$ cat src/rtl/fetch_unit.sv
// Fetch stage: drives the PC into a 1-cycle instruction memory, tags returned words, skids across stalls.
// Optional FETCH_REDIRECT_BYPASS_EN sends the redirect target straight to memory, so redirects cost no bubble.
module fetch_unit #(
  parameter logic [31:0] RESET_PC = 32'h0000_0000,
  parameter int          ADDR_W   = 9
) (
  input  logic              clk,
  input  logic              rst,
  input  logic              stall,
  input  logic              redirect,
  input  logic [31:0]       redirect_pc,
  output logic [ADDR_W-1:0] address,
  input  logic [31:0]       instruction,
  output logic [31:0]       fetch_instr,
  output logic [31:0]       fetch_pc,
  output logic              fetch_valid
);

  localparam logic [31:0] NOP_INSTR = 32'h0000_0013;

  logic [31:0] pc_q, pc_d;
  logic [31:0] rsp_pc_q, rsp_pc_d;
  logic        rsp_valid_q, rsp_valid_d;
  logic        held_q, held_d;
  logic [31:0] hold_instr_q, hold_instr_d;
  logic [31:0] target_s;

  assign target_s = redirect_pc & 32'hFFFF_FFFC;

  // Next-state selection: redirect beats stall, stall beats advance.
  always_comb begin
    pc_d         = pc_q;
    rsp_pc_d     = rsp_pc_q;
    rsp_valid_d  = rsp_valid_q;
    held_d       = held_q;
    hold_instr_d = hold_instr_q;
    if (redirect) begin
`ifdef FETCH_REDIRECT_BYPASS_EN
      rsp_pc_d    = target_s;
      rsp_valid_d = 1'b1;
      pc_d        = target_s + 32'd4;
`else
      pc_d        = target_s;
      rsp_valid_d = 1'b0;
`endif
      held_d      = 1'b0;
    end else if (stall) begin
      // The address keeps presenting pc_q, so only the first stalled word needs capturing.
      if (rsp_valid_q && !held_q) begin
        hold_instr_d = instruction;
        held_d       = 1'b1;
      end else begin
        held_d       = held_q;
      end
    end else begin
      rsp_pc_d    = pc_q;
      rsp_valid_d = 1'b1;
      pc_d        = pc_q + 32'd4;
      held_d      = 1'b0;
    end
  end

  // State registers with synchronous reset.
  always_ff @(posedge clk) begin
    if (rst) begin
      pc_q         <= RESET_PC;
      rsp_pc_q     <= RESET_PC;
      rsp_valid_q  <= 1'b0;
      held_q       <= 1'b0;
      hold_instr_q <= 32'h0000_0000;
    end else begin
      pc_q         <= pc_d;
      rsp_pc_q     <= rsp_pc_d;
      rsp_valid_q  <= rsp_valid_d;
      held_q       <= held_d;
      hold_instr_q <= hold_instr_d;
    end
  end

  // Memory word address; the slice makes it wrap modulo the memory size.
  always_comb begin
`ifdef FETCH_REDIRECT_BYPASS_EN
    if (redirect) begin
      address = target_s[ADDR_W+1:2];
    end else begin
      address = pc_q[ADDR_W+1:2];
    end
`else
    address = pc_q[ADDR_W+1:2];
`endif
  end

  // Delivered instruction: NOP when invalid, skid copy while a stall is held.
  always_comb begin
    if (!rsp_valid_q) begin
      fetch_instr = NOP_INSTR;
    end else if (held_q) begin
      fetch_instr = hold_instr_q;
    end else begin
      fetch_instr = instruction;
    end
  end

  assign fetch_pc    = rsp_pc_q;
  assign fetch_valid = rsp_valid_q;

endmodule

$ cat config.mk
export PLATFORM = sky130hd
export DESIGN_NAME = fetch_unit
export DESIGN_NICKNAME = d
export VERILOG_FILES = /design/src/rtl/fetch_unit.sv
export SDC_FILE = /design/constraint.sdc
export NUM_CORES = 1
export LEC_CHECK = 0
export BUFFER_PORTS_ARGS = -buffer_cell sky130_fd_sc_hd__buf_4
export CORE_MARGIN = 2
export CORE_UTILIZATION = 50
export DETAILED_ROUTE_END_ITERATION = 8
export PLACE_DENSITY = 0.78
export RECOVER_POWER = 100
export SLEW_MARGIN = 20
export SYNTH_ARGS = -nofsm -noshare
export SYNTH_HDL_FRONTEND = slang
export SYNTH_SLANG_ARGS = --single-unit
$ cat constraint.sdc
create_clock -name clk -period 4.2 [get_ports clk]
set_clock_uncertainty 0.05 [all_clocks]
set_input_delay 0.21 -clock clk [delete_from_list [all_inputs] [get_ports clk]]
set_output_delay 0.21 -clock clk [all_outputs]
set_load 0.01 [all_outputs]
[After elaboration in Yosys (flattened, before gate mapping)]
Index checks and enable logic that the tools add are counted.
Cells by class
  reductions and logical operators: 6
  add/sub/neg operators: 1
  muxes and demuxes: 4
  bitwise operators: 2
  equal/unequal tests: 1
Operator list (count)
  $mux 32: 4
  $add 32x3->32 const B: 1
  $reduce_and 3->1: 1
  $reduce_or 3->1: 1
  $ne 2x1->1 const B: 1
  $not 1->1: 2
  $reduce_and 2->1: 1
  $reduce_or 2->1: 1
  $logic_and 1x1->1: 1
  $logic_not 1->1: 1
Storage, ports and cells
  input bits: 68
  bits in registers: 98

[Depth between registers and ports, before layout]
  depth in word-level cells: 3
  depth in mapped cells: 7

[Worst setup path before layout]
No wires, ideal clock.
  path kind: register to register
  from: register pc_q[21]
  to: register pc_q[27]
  data arrival time: 1681 ps
  buffers on the path: 0
  setup slack: 2347 ps
  library setup time: 122 ps
  data required time: 4028 ps
  cell stages (with the launch flop): 5
  path through: dfxtp_1 nand3_1 or4_1 o31a_1 o311a_1
On the way
  cells in the longest elaborated chain, start to end: 3
RTL lines
  start: declaration: RTL line 21  | logic [31:0] pc_q, pc_d;
  start signal: assignment: RTL line 72  | pc_q <= pc_d;
  $add 32x3->32: RTL line 58  | pc_d = pc_q + 32'd4;
  $mux 32: RTL line 47  | end else if (stall) begin
  $mux 32: RTL line 37  | if (redirect) begin
No other way between the ends. The select of a mux whose other input is x is not followed.
A chain may end at the register's enable or synchronous reset.

[Final worst setup path]
  from: input redirect
  to: register rsp_pc_q[20], in the netlist fetch_pc[20]
On the way
  cells in the longest elaborated chain, start to end: 2
RTL lines
  start: declaration: RTL line 10  | input logic redirect,
  $not 1->1 (no source line)
  $reduce_and 2->1 (no source line)
  end signal: assignment: RTL line 73  | rsp_pc_q <= rsp_pc_d;
  end: declaration: RTL line 22  | logic [31:0] rsp_pc_q, rsp_pc_d;
No other way between the ends.

==> impl_metrics.ini <==
[status]
status = finished, violations left
violations = max-capacitance violations, max-slew violations

[logic_synthesis]
synth_area_leaders = dfxtp_1 (40%), nand2_1 (12%), a21oi_1 (7.5%)
synth_cells = 610
synth_common_cells = nand2_1 (148), dfxtp_1 (94), a21oi_1 (70), nor2_1 (55), clkbuf_1 (40)
synth_edf_count = 0
yosys.cell_types.count = 52
async_reset_ff_share_pct = 0
yosysTopAreaCell = dfxtp_1
yosysSeqAreaShare_pct = 40.4
netlist_area_um2 = 4660
ys.flop_type = dfxtp_1
ys_warn_count = 0
synth_area_per_cell_um2 = 7.63
synth_top_area_share_pct = 40.4
yosysMostFrequentCell = nand2_1
ys_ff_latch = 94

[critical_path]
worstReg2RegStart = held_q$_SDFFE_PP0P_
r2r_end = hold_instr_q[4]$_SDFFE_PP0P_
crit_fanout = 37
worst-r2r-cell-count = 4
required_ps = 4430
arrival_ps = 3200
cp-startpoint = redirect
regToRegSetupSlack_ps = 1570
worstSetupStartpointType = input pin
path_class = in2reg
end_kind = register
crit_end = fetch_pc[20]$_SDFFE_PP0P_

[pwr]
p_sw_mw = 0.486
combPwrFrac_pct = 11.8
vdd_drop_max_uv = 166
power_per_cell_area_nw_per_um2 = 329
power_mw = 1.82
power_frac_seq_pct = 53.2
leakage_nw = 1.88
switching_share_pct = 26.7
p_int_mw = 1.33
p_clk_share_pct = 35.1

[global_route]
grt_pass1_wl_um = 19900
antenna_found_initial = 0
grt_overflow = 0
grt_pass1_vias = 4278
grt_max_degree = 96
grtUsageTotal_pct = 24.2

[timing]
slew_headroom_pct = -27.4
fin_hold_ws_ps = 35.9
setup-tns-final_ps = 0
post-route-period-util_pct = 70.8
worstMarginPinSlew_ps = 1910
period_minus_slack_ps = 2970
fmax_ghz = 0.336
setup_viol = 0
grt_setup_unrepaired = no
hold_viol = 0
finalMaxSlewViolations = 107

[place]
gp_congestion = 0.839
hpwl_um = 8350
port_buffers = 137
place_area_um2 = 5590

[hold_path]
hold_depth = 3
hold_class = in2reg

[clock_tree]
clkTransAtPathRegs_ps = 100
root_buffer = clkbuf_8
clockBufferDepth = 2
post_cts_buffers = 0
cts_resized = 0
cts_buffers = 9
htree_levels = 3
clk_latency_ps = 360
cts_tree = built
cts_sinks = 94
cts_hold_buf = 0

[route]
vias = 4621
drtAntennaViolNets = 0
dr.pass1.iters = 5
via_per_inst = 5.65
routed_wl_um = 12200
drtIter0Drc = 249
wl_per_cell_um = 15.0
drcViolationCount = 0

[die]
rows = 35
die_h_um = 100
ios = 142
chipWidth_um = 100
initial_core_util_pct = 50.9
die_area_um2 = 10100
coreArea_um2 = 9150

[layout]
drive_gt1_share_pct = 12.3
layout.nets = 771
design_area_um2 = 5520
areaGrowthSynthToFinish_pct = 18.6
insertedDiodeCount = 0

[flow_run]
drv_cap = 3
-- through the flow --
stage / cells / worst slack, ps / util, %
2_1_floorplan: 611 / 2350 / -
3_3_place_gp: 802 / 1910 / 61.1
3_5_place_dp: 802 / 1800 / 61.1
4_1_cts: 818 / 1790 / 63.4
5_1_grt: 818 / 888 / 60.3
6_report: 818 / 1230 / 60.3
-- state kept, by name, indices dropped and copies added, names as in the netlist --
signal / cells
hold_instr_q: 32
fetch_pc: 30
pc_q: 30
fetch_valid: 1
held_q: 1
-- worst min path at each step --
| stage | from | end | slack [ps] |
|---|---|---|---|
| after detailed placement | fetch_pc[15]$_SDFFE_PP0P_ | fetch_pc[15]$_SDFFE_PP0P_ | 400 |
| after floorplan | instruction[0] | hold_instr_q[0]$_SDFFE_PP0P_ | 300 |
| after global routing | instruction[25] | hold_instr_q[25]$_SDFFE_PP0P_ | 40 |
| after global placement | hold_instr_q[0]$_SDFFE_PP0P_ | hold_instr_q[0]$_SDFFE_PP0P_ | 390 |
| after CTS | instruction[12] | hold_instr_q[12]$_SDFFE_PP0P_ | 30 |
| final | instruction[15] | hold_instr_q[15]$_SDFFE_PP0P_ | 40 |
-- routing by layer --
metal	global-route usage, %	vias up	wire [um]
met5	0	-	0
met4	8.01	0	284
met3	7.14	26	958
met2	39.7	161	5810
met1	30.6	2133	5180
li1	-	2301	-
-- cell type report --
cell class / count / area (um^2)
inverter: 5 / 18.8
timing repair buffer: 141 / 785
fill: 897 / 3630
tap: 111 / 139
clock inverter: 4 / 55.1
clock buffer: 12 / 155
sequential: 94 / 1880
multi-input combinational: 451 / 2490
-- power by group through the flow --
stage	Clock, mW	Combinational (mW)	Sequential [mW]
4_1_cts	0.649	0.234	0.965
3_5_place_dp	0	0.233	0.986
5_1_grt	0.686	0.237	0.972
6_report	0.637	0.214	0.966
3_3_place_gp	0	0.228	0.984
2_1_floorplan	0	0.135	0.974
-- critical path, cell delays in order --
cell	delay (ps)
clkbuf_1	1110
or2_0	1450
nand2_1	180
a21oi_1	230
-- kinds of logic (layout without fill, tap and decap cells) --
| family | count (synthesis) | in the layout | share of synthesized area [%] |
|---|---|---|---|
| fa+ha+maj | 1 | 1 | 0.269 |
| compound gates | 119 | 119 | 16.0 |
| mux | 33 | 33 | 7.09 |
| flops | 94 | 94 | 40.4 |
| simple gates | 286 | 286 | 27.9 |
| buf+inv | 66 | 162 | 6.34 |
| other cells | 1 | 2 | 0.0805 |
| xor+xnor | 10 | 10 | 1.88 |
-- cell usage in the layout (no fill, tap or decap), types with 4 or more instances in the layout --
| cell | synthesis | final |
|---|---|---|
| nand3_1 | 13 | 13 |
| nor4_1 | 11 | 11 |
| nand2_1 | 148 | 148 |
| dfxtp_1 | 94 | 94 |
| clkbuf_1 | 40 | 74 |
| and3_1 | 10 | 10 |
| nor2_1 | 55 | 54 |
| o31ai_1 | 6 | 6 |
| clkbuf_8 | 0 | 11 |
| a21oi_1 | 70 | 70 |
| a211oi_1 | 7 | 7 |
| buf_4 | 11 | 68 |
| mux2i_1 | 33 | 33 |
| a311oi_1 | 8 | 8 |
| or3_1 | 4 | 4 |
| nand4_1 | 13 | 13 |
| or4_1 | 4 | 4 |
| nor3_1 | 8 | 8 |
| xnor2_1 | 9 | 9 |
| inv_1 | 5 | 5 |
| o21ai_0 | 5 | 5 |
No activity file was read; power rests on OpenSTA's default activity.
